### src/rtl/alu_dsp_arbiter.sv
// Round-robin arbiter sharing one combinational DSP add/sub unit between two requesters,
// with a single registered result slot. Define SAIL_ALU_ARB_FIXED_PRIORITY_EN for fixed priority.
module alu_dsp_arbiter #(
  parameter int unsigned WIDTH     = 32,
  parameter int unsigned CNT_WIDTH = 16
) (
  input  logic                 clk_i,
  input  logic                 rst_i,

  input  logic                 req0_valid_i,
  output logic                 req0_ready_o,
  input  logic [WIDTH-1:0]     req0_a_i,
  input  logic [WIDTH-1:0]     req0_b_i,
  input  logic                 req0_sub_i,

  input  logic                 req1_valid_i,
  output logic                 req1_ready_o,
  input  logic [WIDTH-1:0]     req1_a_i,
  input  logic [WIDTH-1:0]     req1_b_i,
  input  logic                 req1_sub_i,

  output logic                 resp0_valid_o,
  output logic                 resp1_valid_o,
  input  logic                 resp0_ready_i,
  input  logic                 resp1_ready_i,
  output logic [WIDTH-1:0]     resp_data_o,

  output logic [WIDTH-1:0]     dsp_in1_o,
  output logic [WIDTH-1:0]     dsp_in2_o,
  output logic                 dsp_addsub_o,
  input  logic [WIDTH-1:0]     dsp_out_i,

  output logic [CNT_WIDTH-1:0] contention_cnt_o
);

  typedef enum logic [1:0] {StEmpty, StFull0, StFull1} slot_e;

  localparam logic [CNT_WIDTH-1:0] CntOne = CNT_WIDTH'(1);
  localparam logic [CNT_WIDTH-1:0] CntMax = '1;

  slot_e                slot_q, slot_d;
  logic [WIDTH-1:0]     data_q, data_d;
  logic [CNT_WIDTH-1:0] cnt_q, cnt_d;

  logic prio1;
  logic grant0, grant1;
  logic slot_free;
  logic accept0, accept1;

`ifdef SAIL_ALU_ARB_FIXED_PRIORITY_EN
  assign prio1 = 1'b0;
`else
  logic rr_q, rr_d;

  always_comb begin
    rr_d = rr_q;
    if (accept0) begin
      rr_d = 1'b1;
    end else if (accept1) begin
      rr_d = 1'b0;
    end
  end

  always_ff @(posedge clk_i or posedge rst_i) begin
    if (rst_i) begin
      rr_q <= 1'b0;
    end else begin
      rr_q <= rr_d;
    end
  end

  assign prio1 = rr_q;
`endif

  assign grant0 = req0_valid_i & (~req1_valid_i | ~prio1);
  assign grant1 = req1_valid_i & ~grant0;

  // A full slot is free when its owner drains it this cycle, allowing back-to-back refill.
  always_comb begin
    slot_free = 1'b1;
    unique case (slot_q)
      StEmpty: slot_free = 1'b1;
      StFull0: slot_free = resp0_ready_i;
      StFull1: slot_free = resp1_ready_i;
      default: slot_free = 1'b1;
    endcase
  end

  assign accept0 = grant0 & slot_free & ~rst_i;
  assign accept1 = grant1 & slot_free & ~rst_i;

  // Slot state register
  always_ff @(posedge clk_i or posedge rst_i) begin
    if (rst_i) begin
      slot_q <= StEmpty;
      data_q <= '0;
      cnt_q  <= '0;
    end else begin
      slot_q <= slot_d;
      data_q <= data_d;
      cnt_q  <= cnt_d;
    end
  end

  // Slot next state
  always_comb begin
    slot_d = slot_q;
    data_d = data_q;
    if (accept0) begin
      slot_d = StFull0;
      data_d = dsp_out_i;
    end else if (accept1) begin
      slot_d = StFull1;
      data_d = dsp_out_i;
    end else if (slot_free) begin
      slot_d = StEmpty;
    end
  end

  always_comb begin
    cnt_d = cnt_q;
    if (req0_valid_i && req1_valid_i && (cnt_q != CntMax)) begin
      cnt_d = cnt_q + CntOne;
    end
  end

  // Outputs; DSP inputs are held at zero outside accept cycles to avoid toggling.
  always_comb begin
    req0_ready_o  = accept0;
    req1_ready_o  = accept1;
    resp0_valid_o = (slot_q == StFull0);
    resp1_valid_o = (slot_q == StFull1);
    resp_data_o   = data_q;
    dsp_in1_o     = '0;
    dsp_in2_o     = '0;
    dsp_addsub_o  = 1'b0;
    if (accept0) begin
      dsp_in1_o    = req0_a_i;
      dsp_in2_o    = req0_b_i;
      dsp_addsub_o = req0_sub_i;
    end else if (accept1) begin
      dsp_in1_o    = req1_a_i;
      dsp_in2_o    = req1_b_i;
      dsp_addsub_o = req1_sub_i;
    end
    contention_cnt_o = cnt_q;
  end

endmodule

### config.mk
export PLATFORM = sky130hd
export DESIGN_NAME = alu_dsp_arbiter
export DESIGN_NICKNAME = d
export VERILOG_FILES = /design/src/rtl/alu_dsp_arbiter.sv
export SDC_FILE = /design/constraint.sdc
export NUM_CORES = 1
export LEC_CHECK = 0
export BUFFER_PORTS_ARGS = -buffer_cell sky130_fd_sc_hd__buf_4
export CORE_AREA = 5 5 109 111
export CTS_CLUSTER_DIAMETER = 40
export DETAILED_ROUTE_END_ITERATION = 8
export DIE_AREA = 0 0 114 116
export GPL_TIMING_DRIVEN = 0
export PLACE_DENSITY = 0.65
export SLEW_MARGIN = 10
export SYNTH_ARGS = -nofsm -noshare
export SYNTH_HDL_FRONTEND = slang
export SYNTH_SLANG_ARGS = --single-unit
export TNS_END_PERCENT = 20
### constraint.sdc
create_clock -name clk_i -period 5.4 [get_ports clk_i]
set_clock_uncertainty 0.15 [all_clocks]
set_input_delay 0.27 -clock clk_i [delete_from_list [all_inputs] [get_ports clk_i]]
set_output_delay 0.27 -clock clk_i [all_outputs]
set_load 0.02 [all_outputs]
==> flow_summary.ini, run 1 <==
[pwr]
power_density_nw_per_um2 = 409
internal_power_uw = 1250
power.switching_uw = 901
p_clk_share_pct = 10.1
ir_worst_vdd_v = 0.000273
swShare_pct = 41.8
p_leak_uw = 0.00273
pwr-share-seq_pct = 29.8
p_comb_share_pct = 60.1

[timing]
finalMaxSlewViolations = 0
worst_slack_ps = 2470
fmax_mhz = 342
period_needed_ps = 2930
tightest_slew_ps = 656
slew_headroom_pct = 55.8
hold_violations = 0
fin_setup_tns_ps = 0
min_period_over_period_pct = 54.2
setup_viol = 0
rsz0062_at_grt = false

[route]
drc_errors = 0
wl_per_cell_um = 18.5
firstDrtPassIters = 4
viasPerCell = 4.85
vias = 3242
ant_nets = 0
drt_iter0_markers = 94
wl_um = 12300

[yosys]
yosys.cell_count.top_type = a22o_1
async_flop_share_pct = 100
ys_ff_latch = 51
synth_top_area_share_pct = 44.8
synth_nets = 406
yosys-top-cells-count = 65 x a22o_1, 51 x dfrtp_1, 35 x mux2_2, 8 x buf_2, 8 x xor2_1
synthCells = 235
yosys.area.top_type = dfrtp_1
synthFlopType = dfrtp_1
synth_edf_count = 0
synth_area_um2 = 2850
synth-seq-area-share_pct = 44.8
synth_area_leaders = dfrtp_1 45%, a22o_1 20%, mux2_2 14%
yosys_warnings = 0
ys_types = 33
avgSynthCellArea_um2 = 12.1

[die]
die_x_um = 114
dieArea_um2 = 13200
core_um2 = 10700
dieHeight_um = 116
rows = 38
boundaryPins = 285
start_util_pct = 26.6

[grt]
grt_pass1_wl_um = 18200
grt.overflow.total = 0
grt_pass1_vias = 3322
grt.total_usage_pct = 17.1
antenna_found_initial = 0
grt_max_degree = 38

[layout]
antenna_cells = 0
drive_gt1_share_pct = 65.6
fillCellCount = 1008
finalNonFillerCells = 669
seq_area_um2 = 1280
multi_input_area_um2 = 1450
final_cell_area_um2 = 5270
nNetsFinal = 699
utilization_pct = 49.3
area_delta_synth_final_pct = 85.0

[setup_path]
cp_slowest_cell = a221oi_4
cp-end-kind = output pin
crit_buf_inv = 4
crit_chain = inv_1 > ha_1 > a221oi_4 > nor2_2 > and3_1 > buf_2 > clkbuf_1 > a22o_1 > buf_4
startpoint_type = flop
critPathMaxStageDelay_ps = 430
arrival_ps = 2510
path_max_fanout = 10
path_class = flop to output pin
rrSetupSlack_ps = 3230
crit_family = compound AO/OA/AOI/OAI gates
critPathRequiredTime_ps = 4980

[place]
numPortBuffers = 284
gp_congestion = 0.881
place_inst = 660
hpwl_um = 10400
placedInstanceArea_um2 = 5180
dp_slack_ps = 2780

[clock_tree]
clock_sinks = 51
clockRootBuffer = clkbuf_8
cts_buffers = 5
htree_levels = 2
cts_tree = yes
clk_path_buf_depth = 2
clkTransAtPathRegs_ps = 100
post_cts_buffers = 0
insertion_delay_ps = 300

[outcome]
status = completed

[worst_hold_path]
min_path_type = input pin to flop

[flow_run]
cap_viol_max_count = 0
-- placed cells by master, fill, tap and decap left out, types with 2 or more instances in the layout --
cell        n
nand4_2     2
dfrtp_1    51
ha_1        3
xor2_1      8
nand2_1     5
nor3_1      2
nor2_2      2
and3_1      3
o21a_1      4
buf_4     284
inv_1       5
buf_2       8
clkbuf_1    8
clkbuf_8    5
nor4_1      5
nand3_1     7
a21o_1      2
nand4_1     2
a22o_1     65
mux2_2     35
o211ai_1    2
buf_6       3
-- power by group through the flow --
stage	Combinational, uW	Clock [uW]	Sequential, uW
floorplan	530	0	817
global placement	1290	0	640
detailed placement	1310	0	650
CTS	1310	226	643
global route	1380	243	666
finish	1290	218	642
-- path summary, 6_finish.rpt --
path                       cells past startpoint                  end             from
max                                            9        dsp_in2_o[13]        slot_q[0]
min                                            2      resp_data_o[20]    dsp_out_i[20]
max reg2reg                                    6                prio1        slot_q[0]
min reg2reg                                    1      resp_data_o[18]  resp_data_o[18]
max in group asynchronous                      4  contention_cnt_o[3]            rst_i
min in group asynchronous                      3      resp_data_o[10]            rst_i
-- state kept, by name, indices dropped and copies added (netlist names) --
signal	cells
slot_q	2
prio1	1
resp_data_o	32
contention_cnt_o	16
-- logic make-up (layout without fill, tap and decap cells) --
kind of cell | after synthesis | count (layout) | share of synthesized area [%]
simple gates | 33 | 33 | 7.73
xor+xnor | 9 | 9 | 2.77
flops | 51 | 51 | 44.8
compound gates | 80 | 80 | 25.3
mux | 35 | 35 | 13.8
fa+ha+maj | 3 | 3 | 1.32
buf+inv | 24 | 318 | 4.30
-- through the flow --
stage                     total power [uW]  hold WS, ps
after global routing                  2290         28.8
after global placement                1930          341
after floorplan                       1350          272
after detailed placement              1960          147
after CTS                             2180         34.0
final                                 2150         44.3
-- cell type report --
class	count	area share [%]
Inverter	6	0.427
Clock inverter	2	0.237
Multi-Input combinational cell	160	27.5
Sequential cell	51	24.2
Tap cell	140	3.32
Buffer	18	1.90
Timing Repair Buffer	286	41.0
Clock buffer	6	1.38
-- worst register-to-register path: cells and delay by family, from the launching register on --
kind                       cells  cell delay [ps]
buffers and inverters          2              520
AOI/OAI and AO/OA              3              660
adders and majority gates      1              310
DFF                            1              390
-- layer usage --
| layer | up-vias | GRT usage [%] | wire length, um |
|---|---|---|---|
| met1 | 1590 | 21.9 | 4890 |
| met5 | - | 0 | 0 |
| met2 | 140 | 29.9 | 6460 |
| met3 | 6 | 4.86 | 945 |
| met4 | 0 | 1.90 | 58 |
| li1 | 1506 | - | - |
-- what timing repair did --
item	4_1_cts	5_1_grt
gates resized for setup	0	0
hold buffers	1	0
endpoints found under the hold margin	14	0
Power figures use the tool's default switching activity.
==> run 2, diff against run 1 <==
ABC_AREA = 1   (was default)
CORE_AREA = 5 5 107 109   (was 5 5 109 111)
DIE_AREA = 0 0 112 114   (was 0 0 114 116)
PLACE_DENSITY = 0.72   (was 0.65)
clock period = 2.94 ns   (was 5.4 ns; I/O delays follow)
==> flow_summary.ini, run 2 <==
[outcome]
status = completed

[worst_hold_path]
worstHoldStart = resp1_ready_i
holdPathStages = 4
min_path_type = input pin to flop
hold_end = slot_q[0]

[yosys]
ys_ff_latch = 51
synth_edf_count = 0
avgSynthCellArea_um2 = 6.34
yosys_warnings = 0
yosys.area.top_type = dfrtp_1
async_flop_share_pct = 100
synth_area_leaders = dfrtp_1 38%, nand2_1 37%, nand3_1 6.2%
synth_area_um2 = 3320
yosys.cell_count.top_type = nand2_1
synthFlopType = dfrtp_1
synth_nets = 694
yosys-top-cells-count = 330 x nand2_1, 51 x dfrtp_1, 41 x nand3_1, 21 x nor2_1, 19 x inv_1
synth-seq-area-share_pct = 38.5
ys_types = 20
synthCells = 523
synth_top_area_share_pct = 38.5

[route]
ant_nets = 0
vias = 4586
met2_length_um = 7850
firstDrtPassIters = 5
wl_met1_um = 5820
drt_iter0_markers = 248
wl_per_cell_um = 15.6
viasPerCell = 4.63
drc_errors = 0
highest_layer = met5
wl_um = 15500
wl_met3_um = 1500

[timing]
worst_slack_ps = 420
setup_viol = 0
finalMaxSlewViolations = 0
tightest_slew_ps = 884
fmax_mhz = 397
hold_violations = 0
min_period_over_period_pct = 85.7
period_needed_ps = 2520
rsz0062_at_grt = false
slew_headroom_pct = 40.9

[layout]
final_cell_mix = 330 x nand2_1, 289 x buf_4, 51 x dfrtp_1, 41 x nand3_1, 34 x dlygate4sd3_1
antenna_cells = 0
nNetsFinal = 1020
drive_gt1_share_pct = 38.9
finalNonFillerCells = 990
area_delta_synth_final_pct = 84.0
final_common_cell = nand2_1
largest_register_ffs = 32

[place]
place_inst = 948
hpwl_um = 12700
gp_congestion = 0.963
numPortBuffers = 284
dp_slack_ps = 564

[flow_run]
cap_viol_max_count = 0

[grt]
grt.total_usage_pct = 23.1
grt.overflow.total = 0
antenna_found_initial = 2
grt_pass1_vias = 4605
grt_pass1_wl_um = 23900
grt_max_degree = 35

[die]
die_x_um = 112
dieHeight_um = 114
core_um2 = 10500
boundaryPins = 285
dieArea_um2 = 12800
rows = 38
start_util_pct = 31.6

[setup_path]
r2r_end = resp_data_o[2]
regToRegStartpoint = slot_q[0]
path_max_fanout = 34
reg2reg_depth = 9
cp-end-kind = output pin
arrival_ps = 2220
critPathRequiredTime_ps = 2640
startpoint_type = input pin
path_class = input pin to output pin
rrSetupSlack_ps = 1050

[clock_tree]
insertion_delay_ps = 310
cts_buffers = 5
post_cts_buffers = 0
clock_sinks = 51
htree_levels = 2
clk_path_buf_depth = 2
clockRootBuffer = clkbuf_8
clkTransAtPathRegs_ps = 100
cts_tree = yes

[pwr]
p_leak_uw = 0.00354
ir_worst_vdd_v = 0.000582
power_density_nw_per_um2 = 659
run 2: cell types whose count changed after synthesis, moves of 7 or more:
cell | previous run | this run
nand3_1 | 7 | 41
inv_1 | 6 | 19
nand2_1 | 5 | 330
mux2_2 | 35 | 0
a22o_1 | 65 | 0
clkbuf_1 | 7 | 0
nor2_1 | 0 | 21
xor2_1 | 8 | 1
run 2: area by class of cell:
cell class                      instances  area [um^2]
Buffer                                 25          188
Clock buffer                            6         82.6
Clock inverter                          2         35.0
Fill cell                             988         4410
Inverter                               22         82.6
Multi-Input combinational cell        425         1770
Sequential cell                        51         1280
Tap cell                              140          175
Timing Repair Buffer                  319         2490
run 2: worst max path at each step:
stage | startpoint | to | slack, ps | cells past startpoint
floorplan | rst_i | dsp_in2_o[13] | 450 | 9
global placement | rst_i | dsp_in2_o[24] | -360 | 11
detailed placement | rst_i | dsp_in2_o[24] | 560 | 12
CTS | rst_i | dsp_in2_o[24] | 360 | 13
global route | rst_i | dsp_in2_o[15] | 200 | 13
finish | rst_i | dsp_in2_o[29] | 420 | 13
run 2: worst max-delay path: stages:
cell           delay (ps)
dlygate4sd3_1         540
buf_4                 140
inv_2                  70
buf_12                210
nand2_1                70
a21oi_1               160
nand2_2               160
inv_2                 130
buf_6                 150
buf_6                 150
nand2_1                50
nand2_1                80
buf_4                 150
run 2: routing by layer:
layer,track usage [%],up-vias
li1,-,2250
met1,27.2,2083
met2,41.7,224
met3,7.06,25
met4,5.05,4
met5,0,-
run 2: logic make-up after synthesis:
| family | synth area share, % |
|---|---|
| XOR/XNOR | 1.58 |
| flip-flops | 38.5 |
| AND/OR/NAND/NOR | 48.8 |
| AO/OA/AOI/OAI | 1.81 |
| adder cells (fa/ha/maj) | 1.13 |
| buffers and inverters | 8.15 |
run 2: through the flow:
| step | area, um^2 | setup TNS, ps | utilization [%] | hold slack, ps | power, uW |
|---|---|---|---|---|---|
| 5_1_grt | 6100 | 0 | 58.1 | 112 | 4300 |
| 4_1_cts | 6100 | 0 | 58.1 | 84.7 | 4050 |
| 3_3_place_gp | 5620 | -18060 | 53.5 | 191 | 3430 |
| 2_1_floorplan | 3320 | 0 | - | 107 | 2360 |
| 6_report | 6100 | 0 | 58.1 | 87.8 | 4020 |
| 3_5_place_dp | 5640 | 0 | 53.7 | 48.5 | 3470 |
run 2: where the power goes:
part           internal (uW)  switching [uW]
Combinational           1010            1350
Sequential               956             181
Clock                    276             244
Total                   2240            1780
run 2: repair_timing:
item	in CTS	in global routing
endpoints found under the hold margin	50	0
gates resized for setup	0	0
hold buffers	34	0
